--- src/rtl/fir_pkg.sv ---
// Shared definitions for the FIR MAC controller: FSM states, default
// parameter values and the output saturation helper.
package fir_pkg;

    localparam int TAPS_DEF      = 8;
    localparam int DW_DEF        = 8;
    localparam int ACCW_DEF      = 20;
    localparam int OUT_SHIFT_DEF = 7;

    // Working width of the saturate helper; wide enough for any sane ACCW.
    localparam int SAT_W = 64;

    typedef enum logic [1:0] {
        ST_IDLE = 2'd0,
        ST_MAC  = 2'd1,
        ST_OUT  = 2'd2
    } fir_state_e;

    // Clamp a signed value into the range of a dw-bit signed number.
    function automatic logic signed [SAT_W-1:0] saturate(
        input logic signed [SAT_W-1:0] value,
        input int unsigned             dw
    );
        logic signed [SAT_W-1:0] hi;
        logic signed [SAT_W-1:0] lo;
        logic signed [SAT_W-1:0] res;
        hi = (64'sd1 <<< (dw - 32'd1)) - 64'sd1;
        lo = -(64'sd1 <<< (dw - 32'd1));
        if (value > hi) begin
            res = hi;
        end else if (value < lo) begin
            res = lo;
        end else begin
            res = value;
        end
        return res;
    endfunction

endpackage

--- src/rtl/fir_mac.sv ---
// Time-shared signed multiply-accumulate with a registered product stage.
// acc_next exposes the value the accumulator takes at the coming edge.
module fir_mac
    import fir_pkg::*;
#(
    parameter int DW   = DW_DEF,
    parameter int ACCW = ACCW_DEF
) (
    input  logic                   clk,
    input  logic                   reset,
    input  logic                   clear,
    input  logic                   en,
    input  logic signed [DW-1:0]   a,
    input  logic signed [DW-1:0]   b,
    output logic signed [ACCW-1:0] acc_next
);

    logic signed [2*DW-1:0] a_ext_s;
    logic signed [2*DW-1:0] b_ext_s;
    logic signed [2*DW-1:0] prod_s;
    logic signed [2*DW-1:0] prod_r;
    logic                   prod_vld_r;
    logic signed [ACCW-1:0] acc_r;
    logic signed [ACCW-1:0] acc_next_s;

    assign a_ext_s = {{DW{a[DW-1]}}, a};
    assign b_ext_s = {{DW{b[DW-1]}}, b};
    assign prod_s  = a_ext_s * b_ext_s;

    // Accumulator update: the sign-extended registered product is added once.
    always_comb begin
        acc_next_s = acc_r;
        if (prod_vld_r) begin
            acc_next_s = acc_r + ACCW'(prod_r);
        end else begin
            acc_next_s = acc_r;
        end
    end

    assign acc_next = acc_next_s;

    // Product pipeline register and accumulator state.
    always_ff @(posedge clk) begin
        if (reset) begin
            prod_r     <= '0;
            prod_vld_r <= 1'b0;
            acc_r      <= '0;
        end else if (clear) begin
            prod_r     <= '0;
            prod_vld_r <= 1'b0;
            acc_r      <= '0;
        end else begin
            acc_r      <= acc_next_s;
            prod_vld_r <= en;
            if (en) begin
                prod_r <= prod_s;
            end
        end
    end

endmodule

--- src/rtl/fir_mac_ctrl.sv ---
// FIR filter controller: one tap per cycle through a shared MAC, ready/valid
// on both sides. Define FIR_SAT_EN to saturate the output instead of wrapping.
module fir_mac_ctrl
    import fir_pkg::*;
#(
    parameter int TAPS      = TAPS_DEF,
    parameter int DW        = DW_DEF,
    parameter int ACCW      = ACCW_DEF,
    parameter int OUT_SHIFT = OUT_SHIFT_DEF
) (
    input  logic                      clk,
    input  logic                      reset,
    input  logic                      in_valid,
    output logic                      in_ready,
    input  logic signed [DW-1:0]      in_data,
    input  logic                      coef_we,
    input  logic [$clog2(TAPS)-1:0]   coef_addr,
    input  logic signed [DW-1:0]      coef_data,
    output logic                      coef_err,
    output logic                      out_valid,
    input  logic                      out_ready,
    output logic signed [DW-1:0]      out_data,
    output logic                      busy
);

    localparam int AW = $clog2(TAPS);
    localparam logic [AW-1:0] TAP_LAST = AW'(TAPS - 1);

    fir_state_e             state_r;
    fir_state_e             state_s;
    logic [AW-1:0]          tap_r;
    logic                   drain_r;
    logic signed [DW-1:0]   x_r [TAPS];
    logic signed [DW-1:0]   c_r [TAPS];
    logic                   out_valid_r;
    logic signed [DW-1:0]   out_data_r;
    logic                   coef_err_r;
    logic                   busy_r;

    logic                   in_ready_s;
    logic                   accept_s;
    logic                   mac_clear_s;
    logic                   mac_en_s;
    logic                   load_out_s;
    logic                   coef_wr_ok_s;
    logic                   coef_rej_s;
    logic signed [ACCW-1:0] acc_next_s;
    logic signed [DW-1:0]   out_next_s;

    assign in_ready_s = (state_r == ST_IDLE) & ~reset;
    assign accept_s   = in_valid & in_ready_s;

    // Next-state and per-cycle control decode.
    always_comb begin
        state_s      = state_r;
        mac_clear_s  = 1'b0;
        mac_en_s     = 1'b0;
        load_out_s   = 1'b0;
        coef_wr_ok_s = 1'b0;
        coef_rej_s   = 1'b0;
        case (state_r)
            ST_IDLE: begin
                coef_wr_ok_s = coef_we;
                if (accept_s) begin
                    state_s     = ST_MAC;
                    mac_clear_s = 1'b1;
                end else begin
                    state_s = ST_IDLE;
                end
            end
            ST_MAC: begin
                coef_rej_s = coef_we;
                // The extra drain cycle folds the last registered product in.
                if (drain_r) begin
                    state_s    = ST_OUT;
                    load_out_s = 1'b1;
                end else begin
                    mac_en_s = 1'b1;
                end
            end
            ST_OUT: begin
                coef_wr_ok_s = coef_we;
                if (out_valid_r && out_ready) begin
                    state_s = ST_IDLE;
                end else begin
                    state_s = ST_OUT;
                end
            end
            default: begin
                state_s = ST_IDLE;
            end
        endcase
    end

    // Output reduction of the shifted accumulator.
    always_comb begin
        out_next_s = '0;
`ifdef FIR_SAT_EN
        out_next_s = DW'(saturate(SAT_W'(acc_next_s >>> OUT_SHIFT), DW));
`else
        out_next_s = DW'(acc_next_s >>> OUT_SHIFT);
`endif
    end

    // FSM state register.
    always_ff @(posedge clk) begin
        if (reset) begin
            state_r <= ST_IDLE;
        end else begin
            state_r <= state_s;
        end
    end

    // Tap index and drain flag sequencing the MAC pass.
    always_ff @(posedge clk) begin
        if (reset) begin
            tap_r   <= '0;
            drain_r <= 1'b0;
        end else if (accept_s) begin
            tap_r   <= '0;
            drain_r <= 1'b0;
        end else if (mac_en_s) begin
            tap_r <= tap_r + {{(AW-1){1'b0}}, 1'b1};
            if (tap_r == TAP_LAST) begin
                drain_r <= 1'b1;
            end
        end
    end

    // Sample delay line.
    always_ff @(posedge clk) begin
        if (reset) begin
            for (int i = 0; i < TAPS; i++) begin
                x_r[i] <= '0;
            end
        end else if (accept_s) begin
            for (int i = TAPS - 1; i > 0; i--) begin
                x_r[i] <= x_r[i-1];
            end
            x_r[0] <= in_data;
        end
    end

    // Coefficient bank; writes are only honoured outside the MAC pass.
    always_ff @(posedge clk) begin
        if (reset) begin
            for (int i = 0; i < TAPS; i++) begin
                c_r[i] <= '0;
            end
        end else if (coef_wr_ok_s) begin
            c_r[coef_addr] <= coef_data;
        end
    end

    fir_mac #(
        .DW   (DW),
        .ACCW (ACCW)
    ) u_mac (
        .clk      (clk),
        .reset    (reset),
        .clear    (mac_clear_s),
        .en       (mac_en_s),
        .a        (x_r[tap_r]),
        .b        (c_r[tap_r]),
        .acc_next (acc_next_s)
    );

    // Registered output handshake, error pulse and busy flag.
    always_ff @(posedge clk) begin
        if (reset) begin
            out_valid_r <= 1'b0;
            out_data_r  <= '0;
            coef_err_r  <= 1'b0;
            busy_r      <= 1'b0;
        end else begin
            coef_err_r <= coef_rej_s;
            busy_r     <= (state_s != ST_IDLE);
            if (load_out_s) begin
                out_valid_r <= 1'b1;
                out_data_r  <= out_next_s;
            end else if (out_valid_r && out_ready) begin
                out_valid_r <= 1'b0;
            end
        end
    end

    assign in_ready  = in_ready_s;
    assign out_valid = out_valid_r;
    assign out_data  = out_data_r;
    assign coef_err  = coef_err_r;
    assign busy      = busy_r;

endmodule

--- config.mk ---
export PLATFORM = sky130hd
export DESIGN_NAME = fir_mac_ctrl
export DESIGN_NICKNAME = d
export VERILOG_FILES = /design/src/rtl/fir_pkg.sv /design/src/rtl/fir_mac.sv /design/src/rtl/fir_mac_ctrl.sv
export SDC_FILE = /design/constraint.sdc
export NUM_CORES = 1
export LEC_CHECK = 0
export ABC_AREA = 1
export BUFFER_PORTS_ARGS = -buffer_cell sky130_fd_sc_hd__buf_4
export CAP_MARGIN = 20
export CORE_MARGIN = 4
export CORE_UTILIZATION = 42
export CTS_BUF_LIST = sky130_fd_sc_hd__clkbuf_16
export DETAILED_ROUTE_END_ITERATION = 6
export GPL_TIMING_DRIVEN = 0
export PLACE_DENSITY = 0.64
export SKIP_LAST_GASP = 1
export SLEW_MARGIN = 15
export SYNTH_ARGS = -nofsm -noshare
export SYNTH_HDL_FRONTEND = slang
export SYNTH_SLANG_ARGS = --single-unit
--- constraint.sdc ---
create_clock -name clk -period 6.7 [get_ports clk]
set_clock_uncertainty 0.15 [all_clocks]
set_input_delay 0.67 -clock clk [delete_from_list [all_inputs] [get_ports clk]]
set_output_delay 0.67 -clock clk [all_outputs]
set_load 0.05 [all_outputs]
# After elaboration in Yosys (flattened, before gate mapping)
# Memory sizes are Yosys's and may differ from the RTL's. A register that Yosys moved wholly into a read port is not among the register bits.
# Cells that the tools add are included.
# Widths: inputs -> output; s select.
# word_totals
rom_bits,0
latch_bits,0
out_inout_bits,12
ramBits,128
mem_count,2
reg_bits,54
# memory_table
memory,depth,word_bits,rd,rd_ports_with_merged_regs,wr,line,source
c_r,8,8,1,1,8,fir_mac_ctrl.sv:34,logic signed [DW-1:0] c_r [TAPS];
x_r,8,8,8,1,8,fir_mac_ctrl.sv:33,logic signed [DW-1:0] x_r [TAPS];
# classes
n_div,0
bitwise_logic,12
n_addsub,2
n_shift,0
reduce_logical,10
eq_ne,3
muxes,36
multipliers,1
n_lt_le_gt_ge,0
# op_table
operator,n
$mux 8,9
$add 20x16->20,1
$mux 1,18
$mul 8x8->16,1
$mux 15,1
$mux 3,5
$or 1x1->1,8
$reduce_or 2->1,4
$reduce_or 8->1,1
$pmux 2 s3,1
$mux 2,2
$reduce_bool 2->1,2
$add 3x1->3 const B,1
$eq 3x3->1 const B,1
$and 1x1->1,2
$eq 2x1->1 const B,1
$eq 2x2->1 const B,1
$logic_not 2->1,1
$not 1->1,2
$reduce_and 2->1,1
$logic_and 1x1->1,1

# Depth between registers and ports, before layout
# Gate-level depths: netlist of the first run.
# logic_depth
depth_word,8
mapped_depth,30
ltp_nobuf,27

# By module
# A second synthesis of the first run with hierarchy kept.
# unflattened
cells_unflattened,1625
hier_area_um2,12319.3
# by_module_without_submodules
mod,cells_each,area_each_um2,instances
fir_mac_ctrl,820,6979.2,1
fir_mac,805,5340.1,1

# Worst setup path after synthesis of the first run
# OpenSTA, ideal clock, no wires.
# synth_path
path_kind,reg-to-reg
start,reg (tool-made name)
end,reg u_mac.prod_r[13]
path_slack_ps,1671
t_required_ps,6434
n_path_buf,3
path_stages_with_launch,28
arrival_time_ps,4763
path_cell_list,dfxtp_1 > inv_2 > buf_6 > buf_6 > buf_6 > o21ai_0 > o22ai_1 > nand2_1 > o21ai_2 > inv_1 > nor2_1 > fa_1 > inv_1 > fa_1 > inv_1 > fa_1 > inv_1 > fa_1 > inv_1 > ha_1 > nand2_1 > a21oi_1 > a211oi_1 > nand3_1 > nand2_1 > nand3_1 > o211ai_1 > inv_1
# synth_lines
item,line,source
end signal: assignment,fir_mac.sv:56,prod_r <= prod_s;
end: declaration,fir_mac.sv:21,logic signed [2*DW-1:0] prod_r;

==> results of run 1 <==
## cell type report
type                       instances  area, sq um  area share, %
clock inverter                    15        136.4          1.114
timing repair buffer              36        290.3          2.371
tap                              330        412.9          3.372
inverter                         260        978.4          7.991
sequential                       179         4865          39.73
multi-input combinational        811         4881          39.86
clock buffer                      17        425.4          3.474
buffer                            38        255.2          2.085
## registers in the layout (all words and copies together), names as in the netlist, named ones only
name and cells:
c_r 64, x_r 64, u_mac.acc_r 15, u_mac.prod_r 15, out_data 8, tap_r 3
state_r 2, busy 1, coef_err 1, drain_r 1, out_valid 1, u_mac.prod_vld_r 1
## worst max-delay path, delay by kind of cell, from the launching register on
family / cells / cell delay, ps
AOI/OAI and AO/OA: 6 / 870
DFF: 1 / 360
adders and majority gates: 5 / 2650
buffers and inverters: 10 / 1100
and+or+nand+nor: 6 / 650
## metrics by stage
| stage | worst slack [ps] | instances |
|---|---|---|
| 3_5_place_dp | 831.8 | 1654 |
| 4_1_cts | 804.4 | 1686 |
| 6_report | 818.0 | 1686 |
| 3_3_place_gp | 936.2 | 1653 |
| 5_1_grt | 299.5 | 1686 |
| 2_1_floorplan | 1671 | 1288 |
## path summary, 6_finish.rpt
| check | end | slack (ps) | depth (start not counted) |
|---|---|---|---|
| max | u_mac.prod_r[13]$_SDFFE_PP0P_ | 820 | 27 |
| min | state_r[1]$_SDFF_PP0_ | 280 | 2 |
| max reg2reg | u_mac.prod_r[13]$_SDFFE_PP0P_ | 820 | 27 |
| min reg2reg | u_mac.acc_r[0]$_SDFFE_PP0P_ | 320 | 2 |
## power by group through the flow
stage | Combinational [uW] | Clock (uW) | Sequential [uW]
floorplan | 940 | 0 | 1290
global placement | 1210 | 0 | 1300
detailed placement | 1250 | 0 | 1300
CTS | 1260 | 993 | 1270
global route | 1450 | 1040 | 1280
finish | 1240 | 974 | 1270
## kinds of logic after synthesis
logic type                 count (synthesis)  synth area share, %
and+or+nand+nor                          513                18.66
DFF                                      179                44.32
buffers and inverters                    298                11.22
adders and majority gates                 96                14.57
AOI/OAI and AO/OA                        183                9.723
xor gates and xnor gates                  19                1.516
## cell usage in the layout, fill, tap and decap left out, types with 5 or more instances in the layout
| cell type | synthesis | routed |
|---|---|---|
| a21oi_1 | 62 | 62 |
| buf_2 | 10 | 9 |
| buf_4 | 3 | 39 |
| buf_6 | 10 | 10 |
| clkbuf_1 | 14 | 14 |
| clkbuf_16 | 0 | 17 |
| dfxtp_1 | 51 | 51 |
| edfxtp_1 | 128 | 128 |
| fa_1 | 53 | 53 |
| ha_1 | 43 | 43 |
| inv_1 | 247 | 247 |
| inv_2 | 12 | 12 |
| nand2_1 | 197 | 197 |
| nand2_2 | 5 | 5 |
| nand3_1 | 56 | 56 |
| nor2_1 | 240 | 240 |
| o211ai_1 | 6 | 6 |
| o21a_1 | 5 | 5 |
| o21ai_0 | 62 | 62 |
| o21ai_1 | 6 | 6 |
| o21ai_2 | 10 | 10 |
| o21bai_1 | 8 | 8 |
| o22ai_1 | 10 | 10 |
| or2_2 | 6 | 6 |
| xnor2_1 | 6 | 6 |
| xor2_1 | 13 | 13 |
## layer usage
| layer | up-vias | share of wire (%) | wire length (microns) |
|---|---|---|---|
| met5 | - | 0 | 0 |
| met3 | 27 | 4.0 | 990 |
| met1 | 3832 | 48 | 11960 |
| li1 | 4172 | - | - |
| met4 | 0 | 1.4 | 344 |
| met2 | 178 | 47 | 11670 |
==> reports/metrics.csv, run 1 <==
metric;value;unit
run status;completed;
Sequential Power Share;36.4;%
Pleak;0.005709;uW
top cells by area, synth;edfxtp_1 35%, fa_1 9.7%, dfxtp_1 9.3%;
number of global-route vias before repair;8215;
DR pass1 iterations;5;
Max-slew headroom;54.40;%
antenna violations before repair;0;
WL/cell;14.81;microns
max frequency;170.0;MHz
final setup violation count;0;
num rows;58;
Ports;36;
Mapped Area;10980;sq um
DP Area;11680;sq um
Worst setup SP type;flop;
post-synth top area cell;edfxtp_1;
hold_sp;reset;
Post-CTS Repair Setup Buffers;0;
Vias;8209;
DR iter-0 viols;619;
CP max stage cell;fa_1;
CTS H-Tree Depth;4;
critical path fanouts, max;10;
P&R area growth vs syn;11.55;%
Mapped Nets;1408;
Routed Antenna Nets;0;
met2 usage;29.59;%
commonest cells in the netlist;247 x inv_1, 240 x nor2_1, 197 x nand2_1, 128 x edfxtp_1;
Final Hold Slack;278.3;ps
fin crit period;5882;ps
Routed WL;24.96;mm
sequential area share after synthesis;44.32;%
net switching power figure;1294;uW
EDFF count, synth;128;
worst skew pair latency;430;ps
Synth warnings;0;
asr flop ratio synth;0;%
# fillers;2460;
DRC Markers;0;
# hold bufs at CTS;0;
die width;169.7;microns
worst vdd ir;0.0001962;V
Top FF cell, synth;edfxtp_1;
Yosys top cell area share;35.02;%
ant diodes;0;
total negative setup slack;0;ps
CTS tree;yes;
All-Layer GR Usage;18.32;%
CTS Buf Count;17;
Core Footprint;25470;sq um
Worst Hold Class;input port to flop;
Avg Cell Area, Syn;8.522;sq um
Pins Over Slew Limit;0;
GRT overflow;0;
GRT met3 Usage;2.492;%
Top Usage Layer GRT;met2;
hpwl dp;19.14;mm
clk slew on worst S/H paths;70;ps
layout cells sized above 1;9.735;%
Worst Path Required;6880;ps
Critical Path Sink Type;flop;
Netlist cell types;40;
overall power;3487;uW
post-synthesis register bit count;179;
clock power share;27.9;%
clk buf depth;2;
Setup CP Type;flop to flop;
worst-margin pin slew;681.5;ps
Logic pwr share;35.6;%
Design Area, Final;12240;sq um
Cells after Synth;1288;
Starting Density;43.09;%
WP data arrival;6060;ps
most frequent cell after synthesis;inv_1;
Pwr per Cell Area;284.8;nW/um^2
endpoints failing hold;0;
max capacitance violation total;0;
internal power;2193;uW
GP Congestion;0.8963;
CP dominant cell by count;inv_1;
period utilization;87.79;%
RSZ-0062 raised after global routing;no;
met1 usage;26.17;%
Die ar.;28790;sq um
port bufs;35;
Root Buffer;clkbuf_16;
first-pass GRT wire length;42.30;mm
Switching Share;37.10;%
Die H;169.7;microns
post-CTS sizing;0;
Final nets;1463;
utilization after layout;48.07;%
worst stage delay on the critical path;650;ps
Via-to-Cell Ratio;4.869;
clock net sink count;179;
largest net degree at the start of global routing;62;
Power figures use the tool's default switching activity.
==> run 2: changes to the inputs <==
RECOVER_POWER = 100   (was default)
==> run 2 against run 1 <==
The flow now finishes with violations (DRC, capacitance limit, slew limit). Sequential share of layout area increased by 0.27 points. Utilization shrank 0.32 points. Non-clock buffer count unchanged. Register-to-register slack got worse by 130 ps. Die area is the same.
==> reports/metrics.csv, run 2 (same netlist as run 1, synthesis figures left out) <==
metric;value;unit;change
num rows;58;;unchanged
GRT overflow;0;;unchanged
Worst Hold Class;flop to flop;;
layout cells sized above 1;8.333;%;-1.4 points
commonest cells after routing, fill and taps aside;249 x inv_1, 240 x nor2_1, 197 x nand2_1, 128 x edfxtp_1, 63 x o21ai_0;;
CP dominant cell by count;inv_1;;
die width;169.7;microns;unchanged
Post-CTS Repair Setup Buffers;0;;unchanged
Core Footprint;25470;sq um;unchanged
run status;finished, violations left;;
Top Registers;c_r x64, x_r x64;;
Pins Over Slew Limit;62;;+62
Setup Slack @ Placement;831.8;ps;unchanged
DR pass1 iterations;7;;+2
Root Buffer;clkbuf_16;;
Worst setup SP type;flop;;
Vias;8212;;+0.037%
Max-slew headroom;-120.7;%;-180 points
Die ar.;28790;sq um;unchanged
Setup crit end;u_mac.prod_r[13]$_SDFFE_PP0P_;;
clock net sink count;179;;unchanged
worst vdd ir;0.0001965;V;+0.15%
Routed WL;25.01;mm;+0.18%
RSZ-0062 raised after global routing;no;;
final setup violation count;0;;unchanged
DRC Markers;3;;+3
WL/cell;14.83;microns;+0.18%
total negative setup slack;0;ps;unchanged
non-filler cells, final;1686;;unchanged
met3 wire len;992;microns;+0.20%
critical path fanouts, max;10;;unchanged
Starting Density;43.09;%;unchanged
GP Congestion;0.8963;;unchanged
Ports;36;;unchanged
Critical Path Sink Type;flop;;
Pleak;0.005636;uW;-1.3%
fin crit period;6008;ps;+126.2 ps
period utilization;89.68;%;+1.9 points
DR iter-0 viols;612;;-1.1%
max frequency;166.4;MHz;-2.1%
largest net degree at the start of global routing;62;;unchanged
CTS Buf Count;17;;unchanged
# hold bufs at CTS;0;;unchanged
Die H;169.7;microns;unchanged
number of global-route vias before repair;8215;;unchanged
# fillers;2479;;+0.77%
post-CTS sizing;0;;unchanged
CP max stage cell;fa_1;;
ant diodes;0;;unchanged
worst stage delay on the critical path;580;ps;-70 ps
Final Hold Slack;319.2;ps;+40.89 ps
P&R area growth vs syn;10.81;%;
failing checks;DRC, capacitance limit, slew limit;;
worst setup margin;691.7;ps;-126.2 ps
Bufs and invs on worst path;9;;-1
clk buf depth;2;;unchanged
FF-to-FF path depth;25;;-7.4%
Worst Path Required;6880;ps;about the same
wire length on met1;11.96;mm;about the same
Via-to-Cell Ratio;4.871;;about the same
R2R Setup Slk;690;ps;-130 ps
Final nets;1463;;unchanged
commonest non-fill, non-tap cell in the layout;inv_1;;
Max Used Layer;met4;;
WP data arrival;6180;ps;+120 ps
port bufs;35;;unchanged
utilization after layout;47.75;%;-0.32 points
hold_sp;u_mac.acc_r[0]$_SDFFE_PP0P_;;
All-Layer GR Usage;18.32;%;unchanged
Setup CP Type;flop to flop;;
clk slew on worst S/H paths;70;ps;about the same
antenna violations before repair;0;;unchanged
DR WL met2;11.71;mm;+0.33%
CTS tree;yes;;
Routed Antenna Nets;0;;unchanged
endpoints failing hold;0;;unchanged
hpwl dp;19.14;mm;unchanged
Pwr per Cell Area;286.4;nW/um^2;+0.55%
max capacitance violation total;1;;+1
Crit path depth;25;;-7.4%
R2R Path End;u_mac.prod_r[13]$_SDFFE_PP0P_;;
first-pass GRT wire length;42.30;mm;unchanged
CTS H-Tree Depth;4;;unchanged
Inst Count DP;1654;;unchanged
worst skew pair latency;430;ps;about the same
CP delay by family, top;adder cells;;
worst-margin pin slew;3310;ps;+2629 ps
==> run 2: cell types whose count changed in the layout (fill, tap and decap cells not counted), sizes merged <==
| cell | change |
|---|---|
| buf | -16 |
| clkbuf | +16 |
==> run 2: final cells by class <==
cell class / instances / area (sq um) / share of cell area, %
inverter: 260 / 978.4 / 8.044
timing repair buffer: 36 / 217.7 / 1.790
buffer: 38 / 250.2 / 2.057
sequential: 179 / 4865 / 40.00
multi-input combinational: 811 / 4877 / 40.10
clock buffer: 17 / 425.4 / 3.498
tap: 330 / 412.9 / 3.395
clock inverter: 15 / 136.4 / 1.121
==> run 2: routing by layer <==
| layer | vias to the layer above | track usage (%) |
|---|---|---|
| li1 | 4172 | - |
| met5 | - | 0 |
| met3 | 25 | 2.492 |
| met1 | 3848 | 26.17 |
| met4 | 0 | 4.725 |
| met2 | 167 | 29.59 |
==> run 2: tightest hold or removal path, stage by stage, from the launching register on <==
cell     delay, ps
dfxtp_1        320
nand2_1         60
a21oi_1         50
==> run 2: power breakdown <==
part           switching (uW)  internal [uW]  leakage [uW]
Clock                     482            492      0.000279
Combinational             784            452       0.00360
Sequential               25.1           1250       0.00176
Total                    1290           2190       0.00564
==> run 2: metrics by stage <==
step                instance area, sq um  total power [uW]
global placement                   11650              2511
floorplan                          10980              2227
CTS                                12240              3524
finish                             12160              3483
global route                       12160              3756
detailed placement                 11680              2551
==> run 2: worst min-delay path by stage <==
| stage | cells after the start | slack, ps | to |
|---|---|---|---|
| global route | 3 | 340 | coef_err$_SDFF_PP0_ |
| global placement | 2 | 300 | u_mac.acc_r[0]$_SDFFE_PP0P_ |
| detailed placement | 2 | 310 | u_mac.acc_r[0]$_SDFFE_PP0P_ |
| finish | 2 | 320 | u_mac.acc_r[0]$_SDFFE_PP0P_ |
| floorplan | 2 | 290 | u_mac.prod_r[2]$_SDFFE_PP0P_ |
| CTS | 2 | 260 | state_r[0]$_SDFF_PP0_ |
